==> config.mk <==
export PLATFORM = sky130hd
export DESIGN_NAME = vc_flit_receiver
export DESIGN_NICKNAME = d
export VERILOG_FILES = /design/src/rtl/vc_noc_defs.sv /design/src/rtl/vc_flit_fifo.sv /design/src/rtl/vc_flit_receiver.sv
export SDC_FILE = /design/constraint.sdc
export NUM_CORES = 1
export LEC_CHECK = 0
export CORE_MARGIN = 1.5
export CORE_UTILIZATION = 60
export CTS_CLUSTER_SIZE = 14
export DETAILED_ROUTE_END_ITERATION = 16
export GPL_ROUTABILITY_DRIVEN = 0
export GPL_TIMING_DRIVEN = 0
export PLACE_DENSITY = 0.79
export SYNTH_ARGS = -nofsm -noshare
export SYNTH_HDL_FRONTEND = slang
export SYNTH_SLANG_ARGS = --single-unit
==> constraint.sdc <==
create_clock -name clk -period 3.5 [get_ports clk]
set_input_delay 0.7 -clock clk [delete_from_list [all_inputs] [get_ports clk]]
set_output_delay 0.7 -clock clk [all_outputs]
set_load 0.005 [all_outputs]
==> src/rtl/vc_noc_defs.sv <==
// Shared NoC definitions: flit type encodings, head-flit field positions,
// receiver FSM states and mesh node indexing.
package vc_noc_defs;

    localparam logic [1:0] FLIT_INV  = 2'b00;
    localparam logic [1:0] FLIT_HEAD = 2'b01;
    localparam logic [1:0] FLIT_BODY = 2'b10;
    localparam logic [1:0] FLIT_TAIL = 2'b11;

    localparam int unsigned HDR_MSG_ID_MSB = 29;
    localparam int unsigned HDR_MSG_ID_LSB = 16;
    localparam int unsigned HDR_SRC_X_MSB  = 15;
    localparam int unsigned HDR_SRC_X_LSB  = 12;
    localparam int unsigned HDR_SRC_Y_MSB  = 11;
    localparam int unsigned HDR_SRC_Y_LSB  = 8;
    localparam int unsigned HDR_DST_X_MSB  = 7;
    localparam int unsigned HDR_DST_X_LSB  = 4;
    localparam int unsigned HDR_DST_Y_MSB  = 3;
    localparam int unsigned HDR_DST_Y_LSB  = 0;

    typedef enum logic {
        StIdle,
        StSend
    } rx_state_e;

    function automatic int unsigned dest_node_idx(input logic [3:0] x, input logic [3:0] y,
                                                  input int unsigned dim);
        return 32'(y) * dim + 32'(x);
    endfunction

endpackage

==> src/rtl/vc_flit_fifo.sv <==
// Per-VC synchronous FIFO with registered wrap-bit pointers and a
// combinational front-of-queue read port.
module vc_flit_fifo #(
    parameter int unsigned DEPTH = 4,
    parameter int unsigned WIDTH = 32
) (
    input  logic             clk,
    input  logic             rst,
    input  logic             wr_en,
    input  logic [WIDTH-1:0] wr_data,
    input  logic             rd_en,
    output logic [WIDTH-1:0] rd_data,
    output logic             full,
    output logic             empty
);

    localparam int unsigned AW = $clog2(DEPTH);

    logic [AW:0]      wr_ptr_q, wr_ptr_d;
    logic [AW:0]      rd_ptr_q, rd_ptr_d;
    logic [WIDTH-1:0] mem_q [DEPTH];
    logic             do_wr, do_rd;

    assign empty   = (wr_ptr_q == rd_ptr_q);
    assign full    = (wr_ptr_q[AW] != rd_ptr_q[AW]) && (wr_ptr_q[AW-1:0] == rd_ptr_q[AW-1:0]);
    assign do_wr   = wr_en && !full;
    assign do_rd   = rd_en && !empty;
    assign rd_data = mem_q[rd_ptr_q[AW-1:0]];

    always_comb begin
        wr_ptr_d = wr_ptr_q;
        rd_ptr_d = rd_ptr_q;
        if (do_wr) wr_ptr_d = wr_ptr_q + 1'b1;
        if (do_rd) rd_ptr_d = rd_ptr_q + 1'b1;
    end

    always_ff @(posedge clk or negedge rst) begin
        if (!rst) begin
            wr_ptr_q <= '0;
            rd_ptr_q <= '0;
        end else begin
            wr_ptr_q <= wr_ptr_d;
            rd_ptr_q <= rd_ptr_d;
        end
    end

    // Storage needs no reset: empty pointers hide stale contents.
    always_ff @(posedge clk) begin
        if (do_wr) mem_q[wr_ptr_q[AW-1:0]] <= wr_data;
    end

endmodule

==> src/rtl/vc_flit_receiver.sv <==
// Receiving end of the slot-multiplexed VC injection link: per-VC FIFOs feeding a
// packet-atomic round-robin output. Define VC_RX_PROTOCOL_CHECK_EN for protocol trackers.
module vc_flit_receiver
    import vc_noc_defs::*;
#(
    parameter int unsigned VC         = 4,
    parameter int unsigned FIFO_DEPTH = 4,
    parameter int unsigned DATA_WIDTH = 32
) (
    input  logic                  clk,
    input  logic                  rst,
    input  logic [DATA_WIDTH-1:0] data_in,
    input  logic                  valid_in,
    output logic                  ready_in,
    output logic [$clog2(VC)-1:0] vc_slot,
    output logic [DATA_WIDTH-1:0] data_out,
    output logic                  valid_out,
    input  logic                  ready_out,
    output logic [$clog2(VC)-1:0] vc_out,
    output logic                  error
);

    localparam int unsigned SW = $clog2(VC);

    logic [SW-1:0]         slot_q, slot_d;
    logic [SW-1:0]         cur_vc_q, cur_vc_d;
    logic [SW-1:0]         rr_q, rr_d;
    logic [SW-1:0]         sel_vc, scan_vc;
    rx_state_e             state_q, state_d;
    logic [VC-1:0]         wr_en, rd_en, full, empty, front_head, drop;
    logic [DATA_WIDTH-1:0] front [VC];
    logic [1:0]            in_type, out_type;
    logic                  accept, sel_found;

    assign vc_slot  = slot_q;
    assign ready_in = !full[slot_q];
    assign accept   = valid_in && ready_in;
    assign in_type  = data_in[DATA_WIDTH-1 -: 2];
    assign slot_d   = (slot_q == SW'(VC - 1)) ? '0 : slot_q + 1'b1;

    always_comb begin
        wr_en = '0;
        if (accept && (in_type != FLIT_INV)) wr_en[slot_q] = 1'b1;
    end

    for (genvar v = 0; v < VC; v++) begin : g_vc
        vc_flit_fifo #(
            .DEPTH(FIFO_DEPTH),
            .WIDTH(DATA_WIDTH)
        ) u_fifo (
            .clk    (clk),
            .rst    (rst),
            .wr_en  (wr_en[v]),
            .wr_data(data_in),
            .rd_en  (rd_en[v]),
            .rd_data(front[v]),
            .full   (full[v]),
            .empty  (empty[v])
        );
        assign front_head[v] = !empty[v] && (front[v][DATA_WIDTH-1 -: 2] == FLIT_HEAD);
        assign drop[v]       = !empty[v] && (front[v][DATA_WIDTH-1 -: 2] != FLIT_HEAD);
    end

    // First head-fronted VC at or after the round-robin pointer.
    always_comb begin
        sel_found = 1'b0;
        sel_vc    = '0;
        scan_vc   = '0;
        for (int unsigned i = 0; i < VC; i++) begin
            scan_vc = SW'((32'(rr_q) + i) % VC);
            if (!sel_found && front_head[scan_vc]) begin
                sel_found = 1'b1;
                sel_vc    = scan_vc;
            end
        end
    end

    assign out_type = front[cur_vc_q][DATA_WIDTH-1 -: 2];

    always_comb begin
        state_d   = state_q;
        cur_vc_d  = cur_vc_q;
        rr_d      = rr_q;
        rd_en     = '0;
        valid_out = 1'b0;
        data_out  = '0;
        vc_out    = '0;
        unique case (state_q)
            StIdle: begin
                // Stray non-head fronts are flushed so they cannot block selection.
                rd_en = drop;
                if (sel_found) begin
                    cur_vc_d = sel_vc;
                    state_d  = StSend;
                end
            end
            StSend: begin
                valid_out = !empty[cur_vc_q];
                vc_out    = cur_vc_q;
                if (valid_out) data_out = front[cur_vc_q];
                if (valid_out && ready_out) begin
                    rd_en[cur_vc_q] = 1'b1;
                    if (out_type == FLIT_TAIL) begin
                        rr_d    = (cur_vc_q == SW'(VC - 1)) ? '0 : cur_vc_q + 1'b1;
                        state_d = StIdle;
                    end
                end
            end
        endcase
    end

    always_ff @(posedge clk or negedge rst) begin
        if (!rst) begin
            slot_q   <= '0;
            state_q  <= StIdle;
            cur_vc_q <= '0;
            rr_q     <= '0;
        end else begin
            slot_q   <= slot_d;
            state_q  <= state_d;
            cur_vc_q <= cur_vc_d;
            rr_q     <= rr_d;
        end
    end

`ifdef VC_RX_PROTOCOL_CHECK_EN
    logic [VC-1:0] in_pkt_q, in_pkt_d;
    logic          err_q, err_d;

    always_comb begin
        in_pkt_d = in_pkt_q;
        err_d    = err_q;
        if (accept) begin
            unique case (in_type)
                FLIT_HEAD: begin
                    if (in_pkt_q[slot_q]) err_d = 1'b1;
                    in_pkt_d[slot_q] = 1'b1;
                end
                FLIT_BODY: begin
                    if (!in_pkt_q[slot_q]) err_d = 1'b1;
                end
                FLIT_TAIL: begin
                    if (!in_pkt_q[slot_q]) err_d = 1'b1;
                    in_pkt_d[slot_q] = 1'b0;
                end
                default: err_d = 1'b1;
            endcase
        end
        if ((state_q == StIdle) && (|drop)) err_d = 1'b1;
    end

    always_ff @(posedge clk or negedge rst) begin
        if (!rst) begin
            in_pkt_q <= '0;
            err_q    <= 1'b0;
        end else begin
            in_pkt_q <= in_pkt_d;
            err_q    <= err_d;
        end
    end

    assign error = err_q;
`else
    assign error = 1'b0;
`endif

endmodule

==> metrics, run 1 <==
global-route wire length before repair 73700 µm; most common library cell in the layout ignoring fill and taps sky130_fd_sc_hd__edfxtp_1; post-synthesis register bit count 543; number of nets in the final layout 1234; critical path class register to output port; number of vias per cell after detailed routing 6.63; adder and majority gate portion of the synthesized area 1.62%; XOR/XNOR Fraction of Synth Area 1.25%; Slew HR 9.53%; post-synthesis instance area 21600 µm²; number of antenna violations at the first check in global routing 4; number of routed nets with antenna violations 0; result of the run finished, violations left; mean instance size in the synthesized netlist 22.5 µm²; total power density per cell area 862 nW/µm²; maximum number of pins on one net before global-route repair 34; final hold viol count 0; fraction of synthesized area in multiplexers 17.3%; via count 11080; starting utilization of the core area 60.8%; startpoint type of the worst setup path register; clock tree from TritonCTS yes; Reg area 16200 µm²; clock network latency to the later pin of the worst-skew pair 600 ps; sink count of the clock tree 543; slew at the pin closest to its max-slew limit 1340 ps; Pre-antenna DRT Iters 5; dominant combinational cell family by area after synthesis multiplexers; aggregate routed wire length 53600 µm; Layout Cell Area excl Fill 26000 µm²; layout overhead on the synthesized area 20.7%; failing checks setup timing; DIE WIDTH 193 µm; number of setup violations in the final report 1; EDFF count, synth 512; timing-limited maximum frequency 0.284 GHz; final core occ 73.4%; vias in the first global route 11170; area share of the leading cell type in the synthesized netlist 71.3%; FFs w/ async S/R, synth 5.71%; layout cells sized above 1 37.9%; Worst Skew 27.7 ps; placed wire-length estimate after detailed placement 28700 µm; Die Y-Extent 193 µm; number of fill cells 1909; Core Area 35500 µm²; CTS HTree Levels 2; sum of negative setup slack -16.8 ps; cell count after synthesis 961; Final Power 22500 µW; clk buf depth 3; Root Buffer Master sky130_fd_sc_hd__clkbuf_16; number of input and output port buffers inserted 73; Leakage 0.00877 µW; Synth cell types 37; area of the multi-input gates 5420 µm²; register area share after synthesis 74.8%; Worst-path clk slew 70 ps; worst path arrival time 2820 ps; max-slew violation count 0; kind of end point of the critical path output port; synthesis warning total 0; highest net fanout along the worst path 10; Final Cycle Share 100%; simple logic cell fraction of the synthesized area 2.75%; Die Area 37100 µm²; max-capacitance violation count 0; io pins 75; worst IR drop on VDD 865 µV; class of the tightest hold or removal check input port to async pin; Place WS -467 ps; overflow left after global routing 0; routed length per placed instance 32.1 µm; commonest cells after routing, fill and taps aside sky130_fd_sc_hd__edfxtp_1 (512), sky130_fd_sc_hd__mux4_2 (162), sky130_fd_sc_hd__clkbuf_16 (63); Synth Area in Compound Gates 0.910%; Rows 69; Post-DP Area 23200 µm²; syn_nets 1025; Worst Path Required 2800 ps; post-cts hold buffer count 0; minimum clock period after layout 3520 ps; total global-route track usage 28.7%; remaining routing DRC violations 0; worst setup slack after layout -16.8 ps; TritonCTS Buffers 52; library cell occupying the most area in the post-synthesis netlist sky130_fd_sc_hd__edfxtp_1; violation count after the first detailed-routing iteration 1415; main area contributors after synthesis sky130_fd_sc_hd__edfxtp_1 (71%), sky130_fd_sc_hd__mux4_2 (17%), sky130_fd_sc_hd__dfrtp_1 (3.6%); dominant synthesized flop cell sky130_fd_sc_hd__edfxtp_1
-- repair_timing --
action / CTS / global route
buffers inserted: 27 / 34
resized for setup: 249 / 52
gates cloned: 7 / 3
endpoints found under the hold margin: 0 / 0
pin swaps: 16 / 9
setup endpoints to repair: 34 / 34
-- path summary, 6_finish.rpt --
check | slack, ps | endpoint | cells after the start | startpoint
max in group asynchronous | 2750 | g_vc[3].u_fifo.rd_ptr_q[0] | 1 | rst
max reg2reg | 190 | g_vc[0].u_fifo.mem_q[3][17] | 9 | g_vc[1].u_fifo.rd_ptr_q[1]
min reg2reg | 490 | g_vc[2].u_fifo.rd_ptr_q[2] | 1 | g_vc[2].u_fifo.rd_ptr_q[2]
min in group clk | 490 | g_vc[2].u_fifo.rd_ptr_q[2] | 1 | g_vc[2].u_fifo.rd_ptr_q[2]
min | 210 | g_vc[2].u_fifo.wr_ptr_q[1] | 1 | rst
max | -20 | data_out[18] | 7 | g_vc[2].u_fifo.rd_ptr_q[1]
-- cell type report --
| class | instances | area share (%) |
|---|---|---|
| Sequential cell | 543 | 62.0 |
| Multi-Input combinational cell | 350 | 20.8 |
| Timing Repair Buffer | 156 | 6.17 |
| Clock buffer | 68 | 5.42 |
| Buffer | 48 | 2.37 |
| Tap cell | 461 | 2.21 |
| Clock inverter | 25 | 0.720 |
| Inverter | 19 | 0.274 |
| Antenna cell | 1 | 0.00961 |
-- through the flow --
stage / hold WS, ps / instances
global placement: 474 / 1495
global route: 249 / 1670
floorplan: 404 / 961
detailed placement: 485 / 1510
CTS: 211 / 1637
finish: 207 / 1671
-- Yosys cell counts (7+ instances only) --
library cell and count:
sky130_fd_sc_hd__edfxtp_1 512, sky130_fd_sc_hd__mux4_2 162, sky130_fd_sc_hd__and3_1 34, sky130_fd_sc_hd__dfrtp_1 31
sky130_fd_sc_hd__clkbuf_1 28, sky130_fd_sc_hd__ha_1 28, sky130_fd_sc_hd__xnor2_1 22, sky130_fd_sc_hd__inv_1 19
sky130_fd_sc_hd__and2_1 18, sky130_fd_sc_hd__o21ai_0 13, sky130_fd_sc_hd__buf_2 10, sky130_fd_sc_hd__nand2_1 10
sky130_fd_sc_hd__nor2_1 10, sky130_fd_sc_hd__xor2_1 7
-- logic make-up after synthesis --
group / after synthesis
xor gates and xnor gates: 30
muxes: 169
adders and majority gates: 28
AOI/OAI and AO/OA: 31
buffers and inverters: 68
and+or+nand+nor: 91
other: 1
DFF: 543
-- critical path: stages, from the launching register on --
cell and delay, ps:
sky130_fd_sc_hd__dfrtp_1 370, sky130_fd_sc_hd__buf_6 130, sky130_fd_sc_hd__buf_4 160, sky130_fd_sc_hd__clkbuf_2 370
sky130_fd_sc_hd__mux4_2 430, sky130_fd_sc_hd__mux4_2 480, sky130_fd_sc_hd__and3_4 190, sky130_fd_sc_hd__buf_2 120
-- registers in the layout, indices dropped and copies added (netlist names) --
| name | cells |
|---|---|
| g_vc.u_fifo.wr_ptr_q | 12 |
| g_vc.u_fifo.rd_ptr_q | 12 |
| vc_slot | 2 |
| rr_q | 2 |
| cur_vc_q | 2 |
| state_q | 1 |
| g_vc.u_fifo.mem_q | 512 |
-- power by group --
group | internal (µW) | switching, µW
clock network | 2980 | 2380
registers | 7600 | 312
logic | 5060 | 4120
-- per-layer routing --
layer / vias up / wire [µm] / GRT usage [%]
met5: - / 43 / 0
met4: 6 / 1920 / 11.2
met3: 135 / 4600 / 5.46
met2: 712 / 27200 / 46.7
met1: 5806 / 19800 / 39.0
li1: 4421 / - / -
(Power assumes the default switching activity.)
==> run 2: changes to the inputs <==
--- a/config.mk
+++ b/config.mk
@@ -9,9 +9,10 @@
 export CORE_UTILIZATION = 60
 export CTS_CLUSTER_SIZE = 14
 export DETAILED_ROUTE_END_ITERATION = 16
-export GPL_ROUTABILITY_DRIVEN = 0
 export GPL_TIMING_DRIVEN = 0
 export PLACE_DENSITY = 0.79
+export SKIP_CTS_REPAIR_TIMING = 1
+export SLEW_MARGIN = 10
 export SYNTH_ARGS = -nofsm -noshare
 export SYNTH_HDL_FRONTEND = slang
 export SYNTH_SLANG_ARGS = --single-unit
==> run 2 against run 1 <==
Effect of this change:
- the run still ends with setup timing left
- critical path depth fell by 1
- largest power group unchanged
- utilization down 0.68 points
- first-iteration DRC count grew 2.5%
- critical endpoint unchanged
- hold slack gained 13 ps
- power decreased by 2.6%
==> metrics, run 2 (synthesis results as in run 1) <==
layout overhead on the synthesized area 19.6%; aggregate routed wire length 52500 µm; placed wire-length estimate after detailed placement 28600 µm; violation count after the first detailed-routing iteration 1450; Worst Path Required 2800 ps; commonest cells after routing, fill and taps aside sky130_fd_sc_hd__edfxtp_1 (512), sky130_fd_sc_hd__mux4_2 (162), sky130_fd_sc_hd__clkbuf_16 (59); max-slew violation count 0; vias in the first global route 10872; cell at the slowest stage of the critical path sky130_fd_sc_hd__mux4_2; number of vias per cell after detailed routing 6.68; layout cells sized above 1 32.9%; cell-by-cell trace of the critical path buf_12 -> buf_12 -> mux4_2 -> mux4_2 -> and3_4 -> clkdlybuf4s50_1; Root Buffer Master sky130_fd_sc_hd__clkbuf_16; number of setup violations in the final report 4; worst setup slack after layout -202 ps; starting utilization of the core area 60.8%; Final Cycle Share 106%; number of input and output port buffers inserted 73; failing checks setup timing; io pins 75; result of the run finished, violations left; worst path arrival time 3000 ps; highest net fanout along the worst path 10; met3 Resource Use GR 4.75%; kind of cell adding the most delay to the critical path multiplexers; max-capacitance violation count 0; Slew HR 41.8%; Post-DP Area 23200 µm²; timing-limited maximum frequency 0.270 GHz; class of the tightest hold or removal check input port to async pin; CTS HTree Levels 2; clock tree from TritonCTS yes; Fin Hold WS 220 ps; Die Area 37100 µm²; flip-flop count of the largest register, all copies and words added 512; Pre-antenna DRT Iters 5; sink count of the clock tree 543; minimum clock period after layout 3700 ps; kind of end point of the critical path output port; grt peak-use layer met2; most common library cell in the layout ignoring fill and taps sky130_fd_sc_hd__edfxtp_1; overflow left after global routing 0; Leakage 0.00885 µW; DIE WIDTH 193 µm; clk buf depth 3; critical path class register to output port; Core Area 35500 µm²; Worst Skew 22.3 ps; startpoint type of the worst setup path register; final core occ 72.7%; Place WS -467 ps; number of fill cells 1952; TritonCTS Buffers 52; clock network latency to the later pin of the worst-skew pair 570 ps; worst IR drop on VDD 642 µV; final hold viol count 0; RSZ-0062 raised after global routing true; final weighted congestion in routability-driven placement 0.787; worst path bufs/invs 3; number of nets in the final layout 1205; global-route wire length before repair 71200 µm; via count 10982; met2 capacity usage during global routing 44.9%; routed length per placed instance 31.9 µm; Worst-path clk slew 70 ps; maximum number of pins on one net before global-route repair 34; total power density per cell area 848 nW/µm²; longest individual stage delay on the worst path 520 ps; Die Y-Extent 193 µm; remaining routing DRC violations 0; Layout Cell Area excl Fill 25800 µm²; slew at the pin closest to its max-slew limit 867 ps; GR Util met1 38.1%; Rows 69; number of routed nets with antenna violations 0; number of antenna violations at the first check in global routing 1; total global-route track usage 27.5%
-- run 2: routing by layer --
metal	part of all wire (%)	up-vias
met5	0	-
met2	50	699
li1	-	4371
met3	8.7	118
met1	38	5794
met4	3.2	0
-- run 2: path summary, 6_finish.rpt --
check | start | to | slack (ps) | cells after the start
worst max-delay path | g_vc[3].u_fifo.rd_ptr_q[0] | data_out[18] | -200 | 6
worst min-delay path | rst | cur_vc_q[0] | 220 | 1
worst max register to register | g_vc[0].u_fifo.rd_ptr_q[0] | g_vc[2].u_fifo.mem_q[0][1] | 330 | 7
worst min register to register | g_vc[2].u_fifo.rd_ptr_q[2] | g_vc[2].u_fifo.rd_ptr_q[2] | 490 | 1
max in group asynchronous | rst | g_vc[0].u_fifo.rd_ptr_q[0] | 2760 | 1
min in group clk | g_vc[2].u_fifo.rd_ptr_q[2] | g_vc[2].u_fifo.rd_ptr_q[2] | 490 | 1
-- run 2: per-stage QoR --
step	instances	TNS, ps	total power, µW
3_3_place_gp	1495	-631250	14900
6_report	1644	-725	21900
2_1_floorplan	961	0	12300
4_1_cts	1605	-27700	20500
5_1_grt	1643	-1480	22600
3_5_place_dp	1510	-56100	15100
-- run 2: cell type report --
class	instances	area (µm²)	share of cell area, %
multi-input cells	350	5310	20.6
flip-flops and latches	543	16200	62.6
inverters	19	71.3	0.276
clock buffers	70	1430	5.55
clock inverters	25	210	0.815
well taps	461	577	2.24
diodes	1	2.50	0.00970
plain buffers	49	593	2.30
repair buffers	126	1460	5.66
-- run 2: where the power goes --
group	internal [µW]	switching [µW]	total, µW
clock network	3090	2370	5460
logic	4670	3840	8510
registers	7600	306	7910
